`src/rtl/router_pkt_framer.sv`:
```
// Store-and-forward packet framer feeding router_top: header, payload, parity.
// Optional FRAMER_ERR_INJECT_EN adds err_inject to corrupt parity bit0.
module router_pkt_framer #(
    parameter int GAP_CYCLES = 2,
    parameter int BUF_AW     = 6
) (
    input  logic       clock,
    input  logic       reset,
`ifdef FRAMER_ERR_INJECT_EN
    input  logic       err_inject,
`endif
    input  logic       cmd_valid,
    input  logic [1:0] cmd_addr,
    input  logic [5:0] cmd_len,
    output logic       cmd_ready,
    input  logic [7:0] s_data,
    input  logic       s_valid,
    output logic       s_ready,
    input  logic       busy,
    output logic [7:0] pkt_data,
    output logic       pkt_valid,
    output logic       frm_active,
    output logic       pkt_done,
    output logic       cmd_err
);

    localparam logic [2:0] IDLE    = 3'd0;
    localparam logic [2:0] LOAD    = 3'd1;
    localparam logic [2:0] HEADER  = 3'd2;
    localparam logic [2:0] PAYLOAD = 3'd3;
    localparam logic [2:0] PARITY  = 3'd4;
    localparam logic [2:0] GAP     = 3'd5;

    logic [2:0] state;
    logic [1:0] addr_q;
    logic [5:0] len_q;
    logic [5:0] count;
    logic [5:0] rd_idx;
    logic [3:0] gap_cnt;
    logic [7:0] parity;
    logic       inj_bit;
    logic [7:0] mem [2**BUF_AW];

`ifdef FRAMER_ERR_INJECT_EN
    logic inj_q;

    always_ff @(posedge clock) begin
        if (reset) begin
            inj_q <= 1'b0;
        end else if (state == IDLE && cmd_valid) begin
            inj_q <= err_inject;
        end
    end

    assign inj_bit = inj_q;
`else
    assign inj_bit = 1'b0;
`endif

    assign cmd_ready  = (state == IDLE);
    assign s_ready    = (state == LOAD) && (count < len_q);
    assign pkt_valid  = (state == HEADER) || (state == PAYLOAD);
    assign frm_active = (state != IDLE);

    // Payload storage needs no reset; only the pointers define its contents.
    always_ff @(posedge clock) begin
        if (s_valid && s_ready) begin
            mem[BUF_AW'(count)] <= s_data;
        end
    end

    always_ff @(posedge clock) begin
        if (reset) begin
            state    <= IDLE;
            addr_q   <= 2'd0;
            len_q    <= 6'd0;
            count    <= 6'd0;
            rd_idx   <= 6'd0;
            gap_cnt  <= 4'd0;
            parity   <= 8'h00;
            pkt_data <= 8'h00;
            pkt_done <= 1'b0;
            cmd_err  <= 1'b0;
        end else begin
            pkt_done <= 1'b0;
            cmd_err  <= 1'b0;
            case (state)
                IDLE: begin
                    if (cmd_valid) begin
                        if (cmd_len == 6'd0 || cmd_addr == 2'b11) begin
                            cmd_err <= 1'b1;
                        end else begin
                            addr_q <= cmd_addr;
                            len_q  <= cmd_len;
                            parity <= {cmd_len, cmd_addr};
                            count  <= 6'd0;
                            state  <= LOAD;
                        end
                    end
                end
                LOAD: begin
                    if (s_valid && s_ready) begin
                        parity <= parity ^ s_data;
                        count  <= count + 6'd1;
                        if (count == len_q - 6'd1) begin
                            state    <= HEADER;
                            pkt_data <= {len_q, addr_q};
                        end
                    end
                end
                HEADER: begin
                    if (!busy) begin
                        state    <= PAYLOAD;
                        rd_idx   <= 6'd0;
                        pkt_data <= mem[0];
                    end
                end
                PAYLOAD: begin
                    // Next byte is prefetched so pkt_data is stable from cycle start.
                    if (!busy) begin
                        if (rd_idx == len_q - 6'd1) begin
                            state    <= PARITY;
                            pkt_data <= parity ^ {7'd0, inj_bit};
                        end else begin
                            rd_idx   <= rd_idx + 6'd1;
                            pkt_data <= mem[BUF_AW'(rd_idx + 6'd1)];
                        end
                    end
                end
                PARITY: begin
                    if (!busy) begin
                        pkt_done <= 1'b1;
                        pkt_data <= 8'h00;
                        gap_cnt  <= 4'd0;
                        state    <= (GAP_CYCLES == 0) ? IDLE : GAP;
                    end
                end
                GAP: begin
                    if (gap_cnt == 4'(GAP_CYCLES - 1)) begin
                        state <= IDLE;
                    end else begin
                        gap_cnt <= gap_cnt + 4'd1;
                    end
                end
                default: state <= IDLE;
            endcase
        end
    end

endmodule

```
`config.mk`:
```
export PLATFORM = sky130hd
export DESIGN_NAME = router_pkt_framer
export DESIGN_NICKNAME = d
export VERILOG_FILES = /design/src/rtl/router_pkt_framer.sv
export SDC_FILE = /design/constraint.sdc
export NUM_CORES = 1
export LEC_CHECK = 0
export ABC_AREA = 1
export CORE_MARGIN = 2
export CORE_UTILIZATION = 30
export CTS_BUF_LIST = sky130_fd_sc_hd__clkbuf_2 sky130_fd_sc_hd__clkbuf_4 sky130_fd_sc_hd__clkbuf_8
export DETAILED_ROUTE_END_ITERATION = 6
export GPL_TIMING_DRIVEN = 0
export MAX_ROUTING_LAYER = met4
export PLACE_DENSITY = 0.5
export SETUP_SLACK_MARGIN = 0.05
export SLEW_MARGIN = 25
export SYNTH_ARGS = -nofsm -noshare
export SYNTH_HDL_FRONTEND = slang
export SYNTH_SLANG_ARGS = --single-unit
```
`constraint.sdc`:
```
create_clock -name clock -period 6.8 [get_ports clock]
set_clock_uncertainty 0.15 [all_clocks]
set_input_delay 1.36 -clock clock [delete_from_list [all_inputs] [get_ports clock]]
set_output_delay 1.36 -clock clock [all_outputs]
set_load 0.005 [all_outputs]
```
Word level (Yosys, flattened, before mapping) --
Memories as Yosys holds them, arrays and structs flattened. Index checks and enable logic that the tools add are counted.
Storage, ports and cells: flip-flop bits (word level) 45, RAM bits 512, bits of input ports 21, output and inout port bits 14, word-level logic and storage cells 96, memories kept 1
Cells by class: add/subtract/negate cells 4, order comparisons 1, equality and inequality tests 20, muxes and demuxes 36, bitwise logic cells 5, reduce and logical (&&, ||, !) cells 19
Memories:
- mem | depth 64, bits a word 8, read ports 2, clocked after Yosys merged registers in 0, write ports 1, RTL line 42 | logic [7:0] mem [2**BUF_AW];
Operators by type and width (count):
- 8-bit two-way mux | 9
- 6-bit two-way mux | 6
- 8-bit one-hot mux with 4 select lines | 1
- 3-bit two-way mux | 9
- 6-bit one-hot mux with 2 select lines | 2
- 3-bit one-hot mux with 6 select lines | 1
- 2-bit != test (second input constant) | 8
- 8-bit one-hot mux with 2 select lines | 1
- 6-bit by 1-bit adder with 6-bit output (second input constant) | 2
- 6-bit == test | 2
- 9-bit AND reduction | 1
- 4-bit two-way mux | 2
- 4-bit one-hot mux with 2 select lines | 1
- 4-bit AND reduction | 2
- 8-bit XOR | 1
- 3-bit by 2-bit == test with 1-bit output (second input constant) | 2
- 3-bit == test (second input constant) | 2
- 6-bit logical NOT | 1
- 6-bit less-than comparator | 1
- 2-bit by 1-bit != test with 1-bit output (second input constant) | 3
- 3-bit AND reduction | 2
- 6-bit AND reduction | 1
- 2-bit nonzero test | 3
- 6-bit by 1-bit subtractor with 6-bit output (second input constant) | 1
- 13 further kinds | 21

Logic depth before layout (Yosys ltp) --
depth after elaboration 5, depth in mapped cells 16, mapped depth without buffers 15

Worst setup path before layout --
No wires, ideal clock.
path type register to output, from register len_q[3], to output s_ready, arrival time 1293 ps, data required time 5290 ps, slack 3997 ps, stages on the path, launching flop included 10, buffers on the path 0, cell sequence dfxtp_1 -> inv_1 -> ha_1 -> nand2_1 -> inv_1 -> o21ai_0 -> nand2_1 -> nor2_1 -> nand2_2 -> inv_1
On the way: cells in the longest elaborated chain, start to end 2
Ends and longest elaborated chain:
- start: declaration | RTL line 36 | logic [5:0] len_q;
- start signal: assignment | RTL line 94 | len_q <= cmd_len;
- 6-bit less-than comparator | RTL line 61 | assign s_ready = (state == LOAD) && (count < len_q);
- 1-bit logical AND | RTL line 61
- end: declaration | RTL line 18 | output logic s_ready,
Every way passes these cells.

Worst setup path in the final report --
from register len_q[2], to output s_ready
Same word-level chain as after synthesis.

==> report_table.html <==
<table>
<tr><th>Metric</th><th>Value</th></tr>
<tr><th colspan="2">Placed design</th></tr>
<tr><td>Placed wire-length estimate after detailed placement</td><td>52.4 mm</td></tr>
<tr><td>Number of placed cells counting well taps</td><td>3266</td></tr>
<tr><td>Buffers added on ports</td><td>34</td></tr>
<tr><td>Standard cell area after detailed placement</td><td>25400 µm²</td></tr>
<tr><td>Global placer's final weighted congestion</td><td>0.961</td></tr>
<tr><th colspan="2">CTS</th></tr>
<tr><td>Number of hold-repair buffers added at the cts stage</td><td>0</td></tr>
<tr><td>Clock transition time at the flip-flop clock pins of the worst setup and hold paths</td><td>0.06 ns</td></tr>
<tr><td>H-tree depth</td><td>3</td></tr>
<tr><td>Clock tree from TritonCTS</td><td>yes</td></tr>
<tr><td>Worst-skew pair later-pin latency</td><td>0.70 ns</td></tr>
<tr><td>Count of buffers added by post-CTS timing repair for setup</td><td>0</td></tr>
<tr><td>Clk Tree Root Cell</td><td>clkbuf_8</td></tr>
<tr><td>Resized cells post-CTS</td><td>0</td></tr>
<tr><td>Total clock buffers created by CTS</td><td>96</td></tr>
<tr><td>Max Buffers Root-to-Sink</td><td>3</td></tr>
<tr><td>CTS sink count</td><td>557</td></tr>
<tr><th colspan="2">Floorplan</th></tr>
<tr><td>Core footprint</td><td>77600 µm²</td></tr>
<tr><td>Site Rows</td><td>102</td></tr>
<tr><td>I/O pin count</td><td>35</td></tr>
<tr><td>Initial core utilization</td><td>0.304</td></tr>
<tr><td>Die boundary width</td><td>284 µm</td></tr>
<tr><td>Die area</td><td>80900 µm²</td></tr>
<tr><td>Floorplan die height</td><td>284 µm</td></tr>
<tr><th colspan="2">STA</th></tr>
<tr><td>Count of endpoints failing setup in the final report</td><td>0</td></tr>
<tr><td>Total count of hold-check failures in the final report</td><td>0</td></tr>
<tr><td>Top achievable clock speed</td><td>238 MHz</td></tr>
<tr><td>Min cycle time layout</td><td>4.21 ns</td></tr>
<tr><td>Final Max Slew Viols</td><td>0</td></tr>
<tr><td>Transition time at the pin with the least slew margin</td><td>1.00 ns</td></tr>
<tr><td>RSZ-0062 raised after global routing</td><td>no</td></tr>
<tr><td>Crit share post-route</td><td>0.618</td></tr>
<tr><td>Tightest slew margin relative to the limit</td><td>0.329</td></tr>
<tr><td>Total negative slack for setup checks</td><td>0 ns</td></tr>
<tr><th colspan="2">Final layout</th></tr>
<tr><td>Area growth from synthesis to layout</td><td>15.5%</td></tr>
<tr><td>Top library cells by usage in the layout, fill and taps aside</td><td>nand2_1 (638), nand3_1 (549), edfxtp_1 (512), nor2_1 (108), clkbuf_8 (98)</td></tr>
<tr><td>Post-route design area</td><td>27200 µm²</td></tr>
<tr><td>Post-route non-filler standard cell count</td><td>3444</td></tr>
<tr><td>Fillers</td><td>7858</td></tr>
<tr><td>Area occupied by registers</td><td>16300 µm²</td></tr>
<tr><td>Share of cells above drive strength 1</td><td>0.112</td></tr>
<tr><td>Net count, final</td><td>2356</td></tr>
<tr><td>Area used by multi-input combinational logic</td><td>6500 µm²</td></tr>
<tr><td>Commonest non-fill, non-tap cell in the layout</td><td>nand2_1</td></tr>
<tr><th colspan="2">Synth</th></tr>
<tr><td>Mean Syn Cell Area</td><td>10.8 µm²</td></tr>
<tr><td>Flop and latch count out of synthesis</td><td>557</td></tr>
<tr><td>Post-Syn Instances</td><td>2184</td></tr>
<tr><td>Primary flip-flop cell chosen by synthesis mapping</td><td>edfxtp_1</td></tr>
<tr><td>Library cell occupying the most area in the post-synthesis netlist</td><td>edfxtp_1</td></tr>
<tr><td>Proportion of register bits with asynchronous set or reset after synthesis</td><td>0</td></tr>
<tr><td>Post-Syn Area</td><td>23600 µm²</td></tr>
<tr><td>Sequential fraction of the synthesis area</td><td>0.690</td></tr>
<tr><td>Area share of the largest cell type after synthesis</td><td>0.652</td></tr>
<tr><td>Syn nets</td><td>2216</td></tr>
<tr><td>Number of distinct library cells after synthesis</td><td>32</td></tr>
<tr><td>Biggest area contributors in the synthesized netlist</td><td>edfxtp_1 (65%), nand3_1 (12%), nand2_1 (10%)</td></tr>
<tr><td>Number of warnings printed during yosys synthesis</td><td>0</td></tr>
<tr><td>Number of synthesized flops with an enable pin</td><td>512</td></tr>
<tr><th colspan="2">Worst setup path</th></tr>
<tr><td>Biggest cell delay along the critical path</td><td>0.49 ns</td></tr>
<tr><td>Worst EP required</td><td>5.29 ns</td></tr>
<tr><td>Worst R2R Setup Slack</td><td>2.81 ns</td></tr>
<tr><td>Library cell contributing the largest single delay on the critical path</td><td>dfxtp_1</td></tr>
<tr><td>Type of the worst setup path</td><td>flop to output pin</td></tr>
<tr><td>Worst Setup Start Kind</td><td>flop</td></tr>
<tr><td>Worst reg-to-reg path cell count</td><td>11</td></tr>
<tr><td>Critical register-to-register path startpoint</td><td>len_q[2]</td></tr>
<tr><td>Data arrival time of the critical path</td><td>2.70 ns</td></tr>
<tr><td>CP Max Fanout</td><td>6</td></tr>
<tr><td>Cells along the critical path</td><td>inv_1 -&gt; ha_1 -&gt; nand2_1 -&gt; inv_1 -&gt; o21ai_0 -&gt; nand2_1 -&gt; nor2_1 -&gt; nand2_2 -&gt; inv_1 -&gt; clkdlybuf4s50_1</td></tr>
<tr><td>Dominant cell type by count on the critical path</td><td>inv_1</td></tr>
<tr><td>Category of the worst setup path capture point</td><td>output pin</td></tr>
<tr><td>Kind of cell adding the most delay to the critical path</td><td>buffers and inverters</td></tr>
<tr><td>Bufs and invs on worst path</td><td>4</td></tr>
<tr><td>Capture point of the worst reg-to-reg path</td><td>mem[39][2]</td></tr>
<tr><th colspan="2">GRT</th></tr>
<tr><td>Global-route wire length before repair</td><td>110 mm</td></tr>
<tr><td>Initial antenna violation count</td><td>2</td></tr>
<tr><td>Global-route total usage across every layer</td><td>0.189</td></tr>
<tr><td>Number of global-route vias before repair</td><td>16.7k</td></tr>
<tr><td>Global route overflow</td><td>0</td></tr>
<tr><td>Largest net degree at the start of global routing</td><td>55</td></tr>
<tr><th colspan="2">Power and ir drop</th></tr>
<tr><td>Total power after layout</td><td>9.03 mW</td></tr>
<tr><td>Maximum ir drop on the vdd rail</td><td>0.000141 V</td></tr>
<tr><td>Leakage power</td><td>9.62 nW</td></tr>
<tr><td>Ratio of total power to cell area</td><td>332 nW/µm²</td></tr>
<tr><th colspan="2">Detailed routing</th></tr>
<tr><td>Detailed-route via count</td><td>17.2k</td></tr>
<tr><td>Max layer used</td><td>met4</td></tr>
<tr><td>Vias/cell</td><td>4.99</td></tr>
<tr><td>Residual DRC</td><td>0</td></tr>
<tr><td>Post-route antenna net violation count</td><td>0</td></tr>
<tr><td>Starting DRC count in detailed routing</td><td>1760</td></tr>
<tr><td>Sum of met3 wire segment lengths after detailed routing</td><td>5.38 mm</td></tr>
<tr><td>Total wire length</td><td>75.4 mm</td></tr>
<tr><td>WL met2</td><td>35.3 mm</td></tr>
<tr><td>First-pass detailed-route iteration total</td><td>5</td></tr>
<tr><td>WL/cell</td><td>21.9 µm</td></tr>
<tr><td>Met1 Routed Length</td><td>32.5 mm</td></tr>
<tr><th colspan="2">Hold path</th></tr>
<tr><td>Depth of the worst hold-timing path</td><td>2</td></tr>
<tr><td>Hold Path Origin</td><td>addr_q[1]</td></tr>
<tr><td>Class of the tightest hold or removal check</td><td>flop to flop</td></tr>
<tr><td>Hold Path Sink</td><td>addr_q[1]</td></tr>
<tr><th colspan="2">Flow run</th></tr>
<tr><td>Max-capacitance violation count</td><td>0</td></tr>
<tr><th colspan="2">Outcome</th></tr>
<tr><td>Run status</td><td>complete, no violations</td></tr>
</table>
-- cell families (layout without fill, tap and decap cells) --
logic type	count (synthesis)	in the layout	synth area share
adder cells (fa/ha/maj)	11	11	0.00584
flip-flops	557	557	0.690
XOR/XNOR	11	11	0.00472
AO/OA/AOI/OAI	71	71	0.0167
other	0	3	0
AND/OR/NAND/NOR	1342	1342	0.248
buffers and inverters	192	409	0.0350
-- tightest hold or removal path, delay by kind of cell, from the launching register on --
kind / cells / cell delay [ns]
flip-flops: 1 / 0.33
AND/OR/NAND/NOR: 2 / 0.13
-- layer usage --
layer | track usage | vias up
met5 | - | -
met1 | 0.242 | 8452
met2 | 0.296 | 634
li1 | - | 7954
met4 | 0.0641 | 0
met3 | 0.0426 | 133
-- stage by stage --
stage | utilization | setup WS, ns | hold WS, ns
6_report | 0.351 | 2.59 | 0.342
3_3_place_gp | 0.325 | 1.80 | 0.316
2_1_floorplan | - | 4.00 | 0.305
3_5_place_dp | 0.327 | 2.30 | 0.334
4_1_cts | 0.351 | 2.54 | 0.348
5_1_grt | 0.351 | 2.34 | 0.374
-- layout make-up --
type	count	share of cell area
sequential	557	0.598
multi-input combinational	1435	0.239
clock buffer	133	0.0592
tap	1040	0.0478
buffer	120	0.0204
timing repair buffer	42	0.0179
inverter	72	0.00992
clock inverter	42	0.00827
antenna	3	0.000276
-- registers in the layout, indices dropped and copies added (netlist names) --
signal and flops:
pkt_data 8, addr_q 2, len_q 6, count 6, cmd_err 1, state 3, rd_idx 6, parity 8
pkt_done 1, mem 512, gap_cnt 4
-- worst max-delay path by stage --
stage                     slack (ns)  startpoint    endpoint  cells after the start
after floorplan                 4.00    len_q[3]     s_ready                      9
after global placement          1.80   s_data[1]  mem[13][1]                      1
after detailed placement        2.30     s_valid  mem[39][7]                      5
after CTS                       2.54    len_q[2]     s_ready                     10
after global routing            2.34    len_q[2]     s_ready                     10
final                           2.59    len_q[2]     s_ready                     10
-- where the power goes --
group	total (mW)	switching (mW)	internal (mW)
Combinational	2.20	1.59	0.612
Clock	2.94	1.37	1.57
Sequential	3.88	0.0696	3.81
Total	9.03	3.04	5.99
-- synth_stat cells (all sizes together), types with 4 or more instances --
cell type / instances
nand2: 642
nand3: 551
edfxtp: 512
nor2: 114
buf: 86
inv: 71
dfxtp: 45
clkbuf: 34
a21oi: 32
o21ai: 26
nor3: 15
nand4: 14
ha: 11
xor2: 11
a31oi: 8
or2: 5
a211oi: 4
Power figures use the tool's default switching activity.
